===== src/rtl/hsv_pkg.sv =====
// Shared constants and width helpers for the RGB-to-HSV pipeline.
package hsv_pkg;

  localparam logic [2:0] SEC_0 = 3'd0;
  localparam logic [2:0] SEC_1 = 3'd1;
  localparam logic [2:0] SEC_2 = 3'd2;
  localparam logic [2:0] SEC_3 = 3'd3;
  localparam logic [2:0] SEC_4 = 3'd4;
  localparam logic [2:0] SEC_5 = 3'd5;

  // Enabled edges from input sample to output register.
  function automatic int hsv_latency(input int data_w);
    return data_w + 3;
  endfunction

  // Dividend width: 2^W * (6d - 1) needs 2W+3 bits.
  function automatic int hsv_num_w(input int data_w);
    return 2 * data_w + 3;
  endfunction

  // Divisor width: 6d needs W+3 bits.
  function automatic int hsv_den_w(input int data_w);
    return data_w + 3;
  endfunction

endpackage


===== src/rtl/rgb2hsv_pipe_if.sv =====
// Pixel, timing, threshold and result signals of the RGB-to-HSV converter.
interface rgb2hsv_pipe_if #(parameter int DATA_W = 8);
  logic              ce;
  logic              de_in, hsync_in, vsync_in;
  logic [DATA_W-1:0] red, green, blue;
  logic [DATA_W-1:0] h_lo, h_hi, s_lo, s_hi, v_lo;
  logic [DATA_W-1:0] H, S, V;
  logic              skin_out;
  logic              de_out, hsync_out, vsync_out;

  modport master (
    output ce, de_in, hsync_in, vsync_in, red, green, blue,
           h_lo, h_hi, s_lo, s_hi, v_lo,
    input  H, S, V, skin_out, de_out, hsync_out, vsync_out
  );

  modport slave (
    input  ce, de_in, hsync_in, vsync_in, red, green, blue,
           h_lo, h_hi, s_lo, s_hi, v_lo,
    output H, S, V, skin_out, de_out, hsync_out, vsync_out
  );
endinterface


===== src/rtl/hsv_div_step.sv =====
// One restoring-division step: decides quotient bit BIT and registers the
// partial remainder, divisor and accumulated quotient for the next step.
module hsv_div_step
  import hsv_pkg::*;
#(
  parameter int DATA_W = 8,
  parameter int BIT    = 0,
  localparam int NUM_W = hsv_num_w(DATA_W),
  localparam int DEN_W = hsv_den_w(DATA_W)
) (
  input  logic              clk,
  input  logic              rst,
  input  logic              ce,
  input  logic [NUM_W-1:0]  rem_in,
  input  logic [DEN_W-1:0]  den_in,
  input  logic [DATA_W-1:0] quo_in,
  output logic [NUM_W-1:0]  rem_out,
  output logic [DEN_W-1:0]  den_out,
  output logic [DATA_W-1:0] quo_out
);

  logic [NUM_W-1:0] den_sh;
  logic             take;

  // Trial subtraction; a zero divisor (reset bubble) never takes a bit.
  always_comb begin
    den_sh = NUM_W'(den_in) << BIT;
    take   = (den_in != '0) && (rem_in >= den_sh);
  end

  // Step register: restore or keep the remainder, shift in the new bit.
  always_ff @(posedge clk or posedge rst) begin
    if (rst) begin
      rem_out <= '0;
      den_out <= '0;
      quo_out <= '0;
    end else if (ce) begin
      rem_out <= take ? (rem_in - den_sh) : rem_in;
      den_out <= den_in;
      quo_out <= (quo_in << 1) | DATA_W'(take);
    end
  end

endmodule


===== src/rtl/rgb2hsv_pipe.sv =====
// Fully pipelined RGB-to-HSV converter with skin-window classifier.
module rgb2hsv_pipe
  import hsv_pkg::*;
#(
  parameter int DATA_W = 8
) (
  input logic           clk,
  input logic           rst,
  rgb2hsv_pipe_if.slave bus
);

  localparam int NUM_W = hsv_num_w(DATA_W);
  localparam int DEN_W = hsv_den_w(DATA_W);
  localparam int DEPTH = hsv_latency(DATA_W) - 1;
  localparam int TL_W  = DATA_W + 4;
  localparam int B_VS  = DATA_W;
  localparam int B_HS  = DATA_W + 1;
  localparam int B_DE  = DATA_W + 2;
  localparam int B_SAT = DATA_W + 3;

  logic [DATA_W-1:0] c_max, c_min, c_d, c_f;
  logic [2:0]        c_k;
  logic [DATA_W-1:0] s1_d, s1_f;
  logic [2:0]        s1_k;
  logic [TL_W-1:0]   tl [DEPTH];
  logic [DEN_W-1:0]  kdf;
  logic [NUM_W-1:0]  h_num, s_num;
  logic [DEN_W-1:0]  h_den, s_den;
  logic [NUM_W-1:0]  h_rem [DATA_W];
  logic [DEN_W-1:0]  h_dv  [DATA_W];
  logic [DATA_W-1:0] h_quo [DATA_W];
  logic [NUM_W-1:0]  s_rem [DATA_W];
  logic [DEN_W-1:0]  s_dv  [DATA_W];
  logic [DATA_W-1:0] s_quo [DATA_W];
  logic [DATA_W-1:0] h_q, s_q, v_q;
  logic              hue_ok, skin;
  logic              div_unused;

  // Max/min, chroma, hue sector and in-sector fraction of the input pixel.
  always_comb begin
    c_max = bus.red;
    if (!(bus.red >= bus.green && bus.red >= bus.blue))
      c_max = (bus.green >= bus.blue) ? bus.green : bus.blue;
    c_min = bus.red;
    if (bus.green < c_min) c_min = bus.green;
    if (bus.blue < c_min) c_min = bus.blue;
    c_d = c_max - c_min;
    c_k = SEC_0;
    c_f = '0;
    if (bus.red >= bus.green && bus.red >= bus.blue) begin
      if (bus.green >= bus.blue) begin c_k = SEC_0; c_f = bus.green - bus.blue; end
      else begin c_k = SEC_5; c_f = c_d - (bus.blue - bus.green); end
    end else if (bus.green >= bus.blue) begin
      if (bus.blue >= bus.red) begin c_k = SEC_2; c_f = bus.blue - bus.red; end
      else begin c_k = SEC_1; c_f = c_d - (bus.red - bus.blue); end
    end else begin
      if (bus.red >= bus.green) begin c_k = SEC_4; c_f = bus.red - bus.green; end
      else begin c_k = SEC_3; c_f = c_d - (bus.green - bus.red); end
    end
  end

  // Stage 1 register plus the side-band delay line (value, timing, saturation).
  always_ff @(posedge clk or posedge rst) begin
    if (rst) begin
      s1_d <= '0;
      s1_f <= '0;
      s1_k <= SEC_0;
      for (int i = 0; i < DEPTH; i++) tl[i] <= '0;
    end else if (bus.ce) begin
      s1_d  <= c_d;
      s1_f  <= c_f;
      s1_k  <= c_k;
      tl[0] <= {(c_min == '0) && (c_max != '0), bus.de_in, bus.hsync_in,
                bus.vsync_in, c_max};
      for (int i = 1; i < DEPTH; i++) tl[i] <= tl[i-1];
    end
  end

  assign kdf = DEN_W'(s1_k) * DEN_W'(s1_d) + DEN_W'(s1_f);

  // Stage 2: dividends and divisors; grey pixels divide 0 by 1.
  always_ff @(posedge clk or posedge rst) begin
    if (rst) begin
      h_num <= '0;
      h_den <= '0;
      s_num <= '0;
      s_den <= '0;
    end else if (bus.ce) begin
      if (s1_d == '0) begin
        h_num <= '0;
        h_den <= DEN_W'(1);
        s_num <= '0;
        s_den <= DEN_W'(1);
      end else begin
        h_num <= NUM_W'(kdf) << DATA_W;
        h_den <= DEN_W'(s1_d) * DEN_W'(6);
        s_num <= NUM_W'(s1_d) << DATA_W;
        s_den <= DEN_W'(tl[0][DATA_W-1:0]);
      end
    end
  end

  genvar gi;
  generate
    for (gi = 0; gi < DATA_W; gi++) begin : g_div
      if (gi == 0) begin : g_first
        hsv_div_step #(.DATA_W(DATA_W), .BIT(DATA_W-1)) u_h (
          .clk(clk), .rst(rst), .ce(bus.ce),
          .rem_in(h_num), .den_in(h_den), .quo_in('0),
          .rem_out(h_rem[0]), .den_out(h_dv[0]), .quo_out(h_quo[0]));
        hsv_div_step #(.DATA_W(DATA_W), .BIT(DATA_W-1)) u_s (
          .clk(clk), .rst(rst), .ce(bus.ce),
          .rem_in(s_num), .den_in(s_den), .quo_in('0),
          .rem_out(s_rem[0]), .den_out(s_dv[0]), .quo_out(s_quo[0]));
      end else begin : g_next
        hsv_div_step #(.DATA_W(DATA_W), .BIT(DATA_W-1-gi)) u_h (
          .clk(clk), .rst(rst), .ce(bus.ce),
          .rem_in(h_rem[gi-1]), .den_in(h_dv[gi-1]), .quo_in(h_quo[gi-1]),
          .rem_out(h_rem[gi]), .den_out(h_dv[gi]), .quo_out(h_quo[gi]));
        hsv_div_step #(.DATA_W(DATA_W), .BIT(DATA_W-1-gi)) u_s (
          .clk(clk), .rst(rst), .ce(bus.ce),
          .rem_in(s_rem[gi-1]), .den_in(s_dv[gi-1]), .quo_in(s_quo[gi-1]),
          .rem_out(s_rem[gi]), .den_out(s_dv[gi]), .quo_out(s_quo[gi]));
      end
    end
  endgenerate

  // Final remainders and divisors are not needed past the last step.
  assign div_unused = ^{h_rem[DATA_W-1], h_dv[DATA_W-1],
                        s_rem[DATA_W-1], s_dv[DATA_W-1]};

  // Saturation forcing and the skin window, including the wrapping hue case.
  always_comb begin
    h_q    = h_quo[DATA_W-1];
    s_q    = tl[DEPTH-1][B_SAT] ? '1 : s_quo[DATA_W-1];
    v_q    = tl[DEPTH-1][DATA_W-1:0];
    hue_ok = (bus.h_lo <= bus.h_hi) ? (h_q >= bus.h_lo && h_q <= bus.h_hi)
                                    : (h_q >= bus.h_lo || h_q <= bus.h_hi);
    skin   = hue_ok && (s_q >= bus.s_lo) && (s_q <= bus.s_hi) && (v_q >= bus.v_lo);
  end

  // Output register, aligned with the delayed timing bits.
  always_ff @(posedge clk or posedge rst) begin
    if (rst) begin
      bus.H         <= '0;
      bus.S         <= '0;
      bus.V         <= '0;
      bus.skin_out  <= 1'b0;
      bus.de_out    <= 1'b0;
      bus.hsync_out <= 1'b0;
      bus.vsync_out <= 1'b0;
    end else if (bus.ce) begin
      bus.H         <= h_q;
      bus.S         <= s_q;
      bus.V         <= v_q;
      bus.skin_out  <= skin;
      bus.de_out    <= tl[DEPTH-1][B_DE];
      bus.hsync_out <= tl[DEPTH-1][B_HS];
      bus.vsync_out <= tl[DEPTH-1][B_VS];
    end
  end

endmodule


===== src/flat_wrapper.sv =====
// flat-port wrapper written by rule: the top's interface ports become plain ports
module rgb2hsv_pipe_flat import hsv_pkg::*;
#(
  parameter int DATA_W = 8
)
  (clk, rst, bus_ce, bus_de_in, bus_hsync_in, bus_vsync_in, bus_red, bus_green, bus_blue, bus_h_lo, bus_h_hi, bus_s_lo, bus_s_hi, bus_v_lo, bus_H, bus_S, bus_V, bus_skin_out, bus_de_out, bus_hsync_out, bus_vsync_out);
  rgb2hsv_pipe_if #(.DATA_W(DATA_W)) bus_i ();
  input logic clk;
  input logic rst;
  input wire logic [$bits(bus_i.ce)-1:0] bus_ce;
  input wire logic [$bits(bus_i.de_in)-1:0] bus_de_in;
  input wire logic [$bits(bus_i.hsync_in)-1:0] bus_hsync_in;
  input wire logic [$bits(bus_i.vsync_in)-1:0] bus_vsync_in;
  input wire logic [$bits(bus_i.red)-1:0] bus_red;
  input wire logic [$bits(bus_i.green)-1:0] bus_green;
  input wire logic [$bits(bus_i.blue)-1:0] bus_blue;
  input wire logic [$bits(bus_i.h_lo)-1:0] bus_h_lo;
  input wire logic [$bits(bus_i.h_hi)-1:0] bus_h_hi;
  input wire logic [$bits(bus_i.s_lo)-1:0] bus_s_lo;
  input wire logic [$bits(bus_i.s_hi)-1:0] bus_s_hi;
  input wire logic [$bits(bus_i.v_lo)-1:0] bus_v_lo;
  output wire logic [$bits(bus_i.H)-1:0] bus_H;
  output wire logic [$bits(bus_i.S)-1:0] bus_S;
  output wire logic [$bits(bus_i.V)-1:0] bus_V;
  output wire logic [$bits(bus_i.skin_out)-1:0] bus_skin_out;
  output wire logic [$bits(bus_i.de_out)-1:0] bus_de_out;
  output wire logic [$bits(bus_i.hsync_out)-1:0] bus_hsync_out;
  output wire logic [$bits(bus_i.vsync_out)-1:0] bus_vsync_out;
  assign bus_i.ce = bus_ce;
  assign bus_i.de_in = bus_de_in;
  assign bus_i.hsync_in = bus_hsync_in;
  assign bus_i.vsync_in = bus_vsync_in;
  assign bus_i.red = bus_red;
  assign bus_i.green = bus_green;
  assign bus_i.blue = bus_blue;
  assign bus_i.h_lo = bus_h_lo;
  assign bus_i.h_hi = bus_h_hi;
  assign bus_i.s_lo = bus_s_lo;
  assign bus_i.s_hi = bus_s_hi;
  assign bus_i.v_lo = bus_v_lo;
  assign bus_H = bus_i.H;
  assign bus_S = bus_i.S;
  assign bus_V = bus_i.V;
  assign bus_skin_out = bus_i.skin_out;
  assign bus_de_out = bus_i.de_out;
  assign bus_hsync_out = bus_i.hsync_out;
  assign bus_vsync_out = bus_i.vsync_out;
  rgb2hsv_pipe #(.DATA_W(DATA_W)) u_core (.clk(clk), .rst(rst), .bus(bus_i));
endmodule

===== config.mk =====
export PLATFORM = sky130hd
export DESIGN_NAME = rgb2hsv_pipe_flat
export DESIGN_NICKNAME = d
export VERILOG_FILES = /design/src/rtl/hsv_pkg.sv /design/src/rtl/rgb2hsv_pipe_if.sv /design/src/rtl/hsv_div_step.sv /design/src/rtl/rgb2hsv_pipe.sv /design/src/flat_wrapper.sv
export SDC_FILE = /design/constraint.sdc
export NUM_CORES = 2
export LEC_CHECK = 0
export BUFFER_PORTS_ARGS = -buffer_cell sky130_fd_sc_hd__buf_2
export CAP_MARGIN = 20
export CORE_ASPECT_RATIO = 0.7
export CORE_MARGIN = 3
export CORE_UTILIZATION = 50
export CTS_CLUSTER_DIAMETER = 120
export DETAILED_ROUTE_END_ITERATION = 16
export PLACE_DENSITY = 0.78
export SYNTH_ARGS = -nofsm -noshare
export SYNTH_HDL_FRONTEND = slang
export SYNTH_HIERARCHICAL = 1
export SYNTH_SLANG_ARGS = --single-unit

===== constraint.sdc =====
create_clock -name clk -period 7.5 [get_ports clk]
set_input_delay 1.5 -clock clk [delete_from_list [all_inputs] [get_ports clk]]
set_output_delay 1.5 -clock clk [all_outputs]
set_load 0.005 [all_outputs]

; ---- Word level (Yosys, flattened, before mapping)
; Cells that the tools add are included.
[totals]
out_inout_bits = 28
regBits = 719
inputBits = 70
[classes]
n_addsub = 25
n_reduce_logical = 42
magnitude_cmp = 28
mul = 2
n_mux = 34
bitwise_logic = 14
[ops]
columns = operator, n
row1 = $mux 19, 15
row2 = $reduce_bool 11->1, 16
row3 = $mux 8, 11
row4 = $sub 8x8->8, 10
row5 = $ge 8x8->1, 7
row6 = $ge 19x11->1, 2
row7 = $ge 19x12->1, 2
row8 = $ge 19x13->1, 2
row9 = $ge 19x14->1, 2
row10 = $ge 19x15->1, 2
row11 = $ge 19x16->1, 2
row12 = $ge 19x17->1, 2
row13 = $ge 19x18->1, 2
row14 = $sub 19x12->19, 2
row15 = $sub 19x13->19, 2
row16 = $sub 19x14->19, 2
row17 = $sub 19x15->19, 2
row18 = $sub 19x16->19, 2
row19 = $sub 19x17->19, 2
row20 = $sub 19x18->19, 2
row21 = $le 8x8->1, 3
row22 = $logic_and 1x1->1, 22
row23 = $logic_not 8->1, 2
row24 = $lt 8x8->1, 2
row25 = 17 further kinds, 27

; ---- Logic depth before layout (Yosys ltp)
[logic_depth]
word_depth = 9
mapped_depth = 35

; ---- Modules after synthesis
; The synthesis kept the hierarchy.
[by_module_without_submodules]
columns = mod, cells_per_inst, n_inst, area_per_inst_um2
row1 = rgb2hsv_pipe, 1256, 1, 13420.4
row2 = hsv_div_step (u_core.g_div[7].g_next.u_h ...), 255, 2, 2491.1
row3 = hsv_div_step (u_core.g_div[5].g_next.u_h ...), 248, 2, 2413.6
row4 = hsv_div_step (u_core.g_div[6].g_next.u_h ...), 245, 2, 2341.0
row5 = hsv_div_step (u_core.g_div[4].g_next.u_h ...), 223, 2, 2328.5
row6 = hsv_div_step (u_core.g_div[3].g_next.u_h ...), 209, 2, 2180.8
row7 = hsv_div_step (u_core.g_div[2].g_next.u_h ...), 210, 2, 2164.6
row8 = hsv_div_step (u_core.g_div[1].g_next.u_s), 226, 1, 2294.7
row9 = hsv_div_step (u_core.g_div[0].g_first.u_s), 205, 1, 2195.9
row10 = hsv_div_step (u_core.g_div[0].g_first.u_h), 200, 1, 2180.8
row11 = hsv_div_step (u_core.g_div[1].g_next.u_h), 203, 1, 2152.1

; ---- Least setup slack after synthesis
; OpenSTA, ideal clock, no wires.
[synth_timing]
kind = input -> register
start = in bus_red[0]
end = reg u_core.s1_f[7]
t_required_ns = 7.371
slack_ns = -0.778
setup_time_ns = 0.129
arrival_time_ns = 8.149
cell_stages = 30
cell_sequence = inv_1 -> ha_1 -> fa_1 -> nand2b_1 -> a211oi_1 -> o22ai_1 -> clkbuf_1 -> a21oi_1 -> ha_1 -> a21o_1 -> a21o_1 -> a221o_1 -> a221o_1 -> clkbuf_1 -> o21ai_0 -> ha_1 -> a21o_1 -> o21ai_1 -> xnor2_1 -> xor2_1 -> fa_1 -> ha_1 -> nor2b_1 -> o21a_1 -> o41ai_1 -> xnor2_1 -> o32ai_1 -> o21ai_0 -> mux2i_1 -> o21ai_1
[synth_via]
elab_chain_len = 9
[synth_rtl]
columns = element, line_no
row1 = start: declaration, flat_wrapper.sv:14  ; input wire logic [$bits(bus_i.red)-1:0] bus_red;
row2 = $lt 8x8->1, rgb2hsv_pipe.sv:45  ; if (bus.green < c_min) c_min = bus.green;
row3 = $mux 8, rgb2hsv_pipe.sv:45
row4 = $lt 8x8->1, rgb2hsv_pipe.sv:46  ; if (bus.blue < c_min) c_min = bus.blue;
row5 = $mux 8, rgb2hsv_pipe.sv:46
row6 = $sub 8x8->8 (*), rgb2hsv_pipe.sv:47  ; c_d = c_max - c_min;
row7 = via u_core.c_d[3], rgb2hsv_pipe.sv:21  ; logic [DATA_W-1:0] c_max, c_min, c_d, c_f;
row8 = "$sub 8x8->8, on equally long branches", "rgb2hsv_pipe.sv:58, rgb2hsv_pipe.sv:55"
row9 = "$mux 8, on equally long branches", "rgb2hsv_pipe.sv:57, rgb2hsv_pipe.sv:54"
row10 = $mux 8, rgb2hsv_pipe.sv:53  ; end else if (bus.green >= bus.blue) begin
row11 = $mux 8 (*), rgb2hsv_pipe.sv:50  ; if (bus.red >= bus.green && bus.red >= bus.blue) begin
row12 = end signal: assignment, rgb2hsv_pipe.sv:66  ; s1_f <= '0;
row13 = end signal: assignment, rgb2hsv_pipe.sv:71  ; s1_f <= c_f;
row14 = end: declaration, rgb2hsv_pipe.sv:23  ; logic [DATA_W-1:0] s1_d, s1_f;
; The timed path passes the listed nets; every way through them passes the cells marked *.
; A chain may end at the register's enable or synchronous reset.

; ---- Worst setup path after layout
; Same ends and word-level chain as after synthesis.

==> run metrics <==
status finished, final reports clean; grt ovf 0; Hold Vio Cnt, Final 0; Slowest-stage cell, CP fa_1; CTS clock-pin slew for the worst setup and hold paths approximately 60 ps; crit path time final around 7500 ps; die area slightly above 0.09 mm^2; reg2reg setup slack between 3000 and 4000 ps; CTS buffer count 74; final net count about 5000; Starting DRT DRC Count ~3300; Tot GR Track Use around a quarter; CTS tree done; worst r2r src u_core/s1_d[2]; Critical Path Max Stage Delay approximately 550 ps; Critical Path Start Type input pin; Hold Slack just under 500 ps; wire per inst about 19 um; wire length of the first global-routing pass 180000 um; Worst Slack Setup Final around 26 ps; Leak roughly 0.022 uW; clk root buf clkbuf_16; post-layout util 57.2%; # IOs 98; Post-Syn Area ~0.044 mm^2; Pwr Density roughly 470 mW/mm^2; ant diodes 0; setup TNS 0 ps; synthesis-to-layout area growth 12.2%; Fillers ~7400; hpwl dp approximately 82000 um; DRT Wirelength about 110000 um; Reg-to-Reg End u_core/h_num[18]; hold depth 1; clock buffer depth 3; DRC 0; fin. max-slew vios 0; Worst Reg-to-Reg Cells 15; Setup crit end kind flop; hold path start u_core/g_div[7].g_next.u_s/quo_out[0]; Sink Count a little under 700; Max Freq ~0.13 GHz; initial core utilization between 50% and 60%; unrepaired setup endpoints after global routing yes; Non-Filler Cell Area, Final around 0.05 mm^2; DP Worst Slack -829 ps; pin slew with the least headroom to its limit approximately 1000 ps; Hold WC Path Type reg2reg; Synth warnings 6; Hold Path Sink u_core/g_div[7].g_next.u_s/quo_out[0]; Die Ht between 200 and 300 um; layout cells sized above 1 between 20% and 30%; Syn Inst Count 4396; worst skew pair latency roughly 640 ps; Post-Place Cell Area about 0.047 mm^2; via count 34234; final antenna-violating net count 0; Die W roughly 360 um; worst-path maximum fanout 6; PortBufs 97; critical path class in2reg; crit-path most repeated cell buf_4; final setup vio count 0; Max-slew headroom between 30% and 40%; Final Cycle Share between 90% and 100%; Critical Path RT ~8000 ps; core area between 0.08 and 0.09 mm^2; GPL Wtd Cong about 0.96; initial antenna violation count 0; max_cap viols 0; worst-case clock skew 29.1 ps; Worst VDD drop 0.000253 V; largest net degree at the start of global routing 174; Vias/cell 5.90; Rows 90; syn avg cell area roughly 10 um^2; crit path DAT 7950 ps; vias in the first global route 32803; CTS Hold Bufs 0; drt first pass iters 6; CTS H-tree depth 3
stage by stage:
stage	std cells	power (uW)
after global placement	5663	18900
after global routing	5805	25500
after detailed placement	5664	19300
final	5805	23600
after CTS	5792	23200
after floorplan	4441	16100
per-layer routing:
layer,vias up,routed length (um),track usage [%]
met2,1091,45600,33.4
met4,0,1940,4.99
met1,16788,55000,37.4
met5,-,0,0
li1,16204,-,-
met3,151,7810,4.44
worst max-delay path, delay by kind of cell:
family / cells / cell delay [ps]
compound gates: 15 / 2370
xor+xnor: 2 / 250
simple gates: 5 / 840
fa+ha+maj: 6 / 1900
buf+inv: 6 / 730
mux: 2 / 340
state kept, by name, indices dropped and copies added, names as in the netlist, 3 cells and up:
name and flops:
u_core/g_div.g_first.u_h/den_out 11, u_core/g_div.g_first.u_h/rem_out 19, u_core/g_div.g_next.u_h/quo_out 35, u_core/g_div.g_next.u_s/den_out 66, u_core/s_num 7, u_core/g_div.g_next.u_s/rem_out 114
u_core/g_div.g_next.u_h/rem_out 114, u_core/s1_d 8, u_core/s1_k 3, u_core/s1_f 8, u_core/g_div.g_next.u_h/den_out 66, u_core/h_num 11
u_core/tl 120, u_core/bus.V 8, u_core/g_div.g_first.u_s/rem_out 19, u_core/bus.S 8, u_core/s_den 8, u_core/bus.H 8
u_core/g_div.g_first.u_s/den_out 11, u_core/h_den 11, u_core/g_div.g_next.u_s/quo_out 35
how the worst max path moves through the flow:
stage / slack [ps] / from / cells after the start / end
finish: 30 / bus_red[0] / 36 / u_core/s1_f[7]
global route: -170 / bus_red[0] / 36 / u_core/s1_f[7]
CTS: 6 / bus_red[0] / 35 / u_core/s1_f[7]
detailed placement: -830 / bus_red[0] / 35 / u_core/s1_f[7]
global placement: -680 / bus_red[0] / 36 / u_core/s1_f[7]
floorplan: -200 / bus_red[0] / 33 / u_core/s1_f[7]
placed cells by master, fill, tap and decap left out, types with 48 or more instances in the layout:
cell,instances
dfrtp_1,696
mux2_2,422
inv_1,389
nor2_1,302
ha_1,299
a21oi_1,263
nand2_1,238
buf_4,164
o21ai_0,115
xnor2_1,102
a31oi_1,98
buf_2,94
mux2i_1,89
nand3_1,79
clkbuf_16,76
a21o_1,72
nor4_1,56
nor3_1,52
nor2b_1,49
fa_1,49
nand2b_1,48
power breakdown:
part / switching [uW] / leakage, uW / internal [uW]
registers: 1620 / 0.00812 / 5270
clock network: 1540 / 0.00121 / 2230
logic: 6840 / 0.0130 / 6090
cell type report:
| class | instances | area [um^2] | area share (%) |
|---|---|---|---|
| Clock buffer | 106 | 2130 | 4.28 |
| Clock inverter | 22 | 333 | 0.667 |
| Inverter | 398 | 1510 | 3.03 |
| Multi-Input combinational cell | 3168 | 25200 | 50.6 |
| Sequential cell | 696 | 17400 | 34.9 |
| Tap cell | 1150 | 1440 | 2.88 |
| Timing Repair Buffer | 265 | 1820 | 3.65 |
repair_timing:
| action | CTS | global route |
|---|---|---|
| setup endpoints to repair | 1 | 4 |
| gates cloned | 0 | 1 |
| resized for setup | 3 | 51 |
| pin swaps | 2 | 38 |
| setup buffers | 0 | 12 |
(Power assumes the default switching activity.)
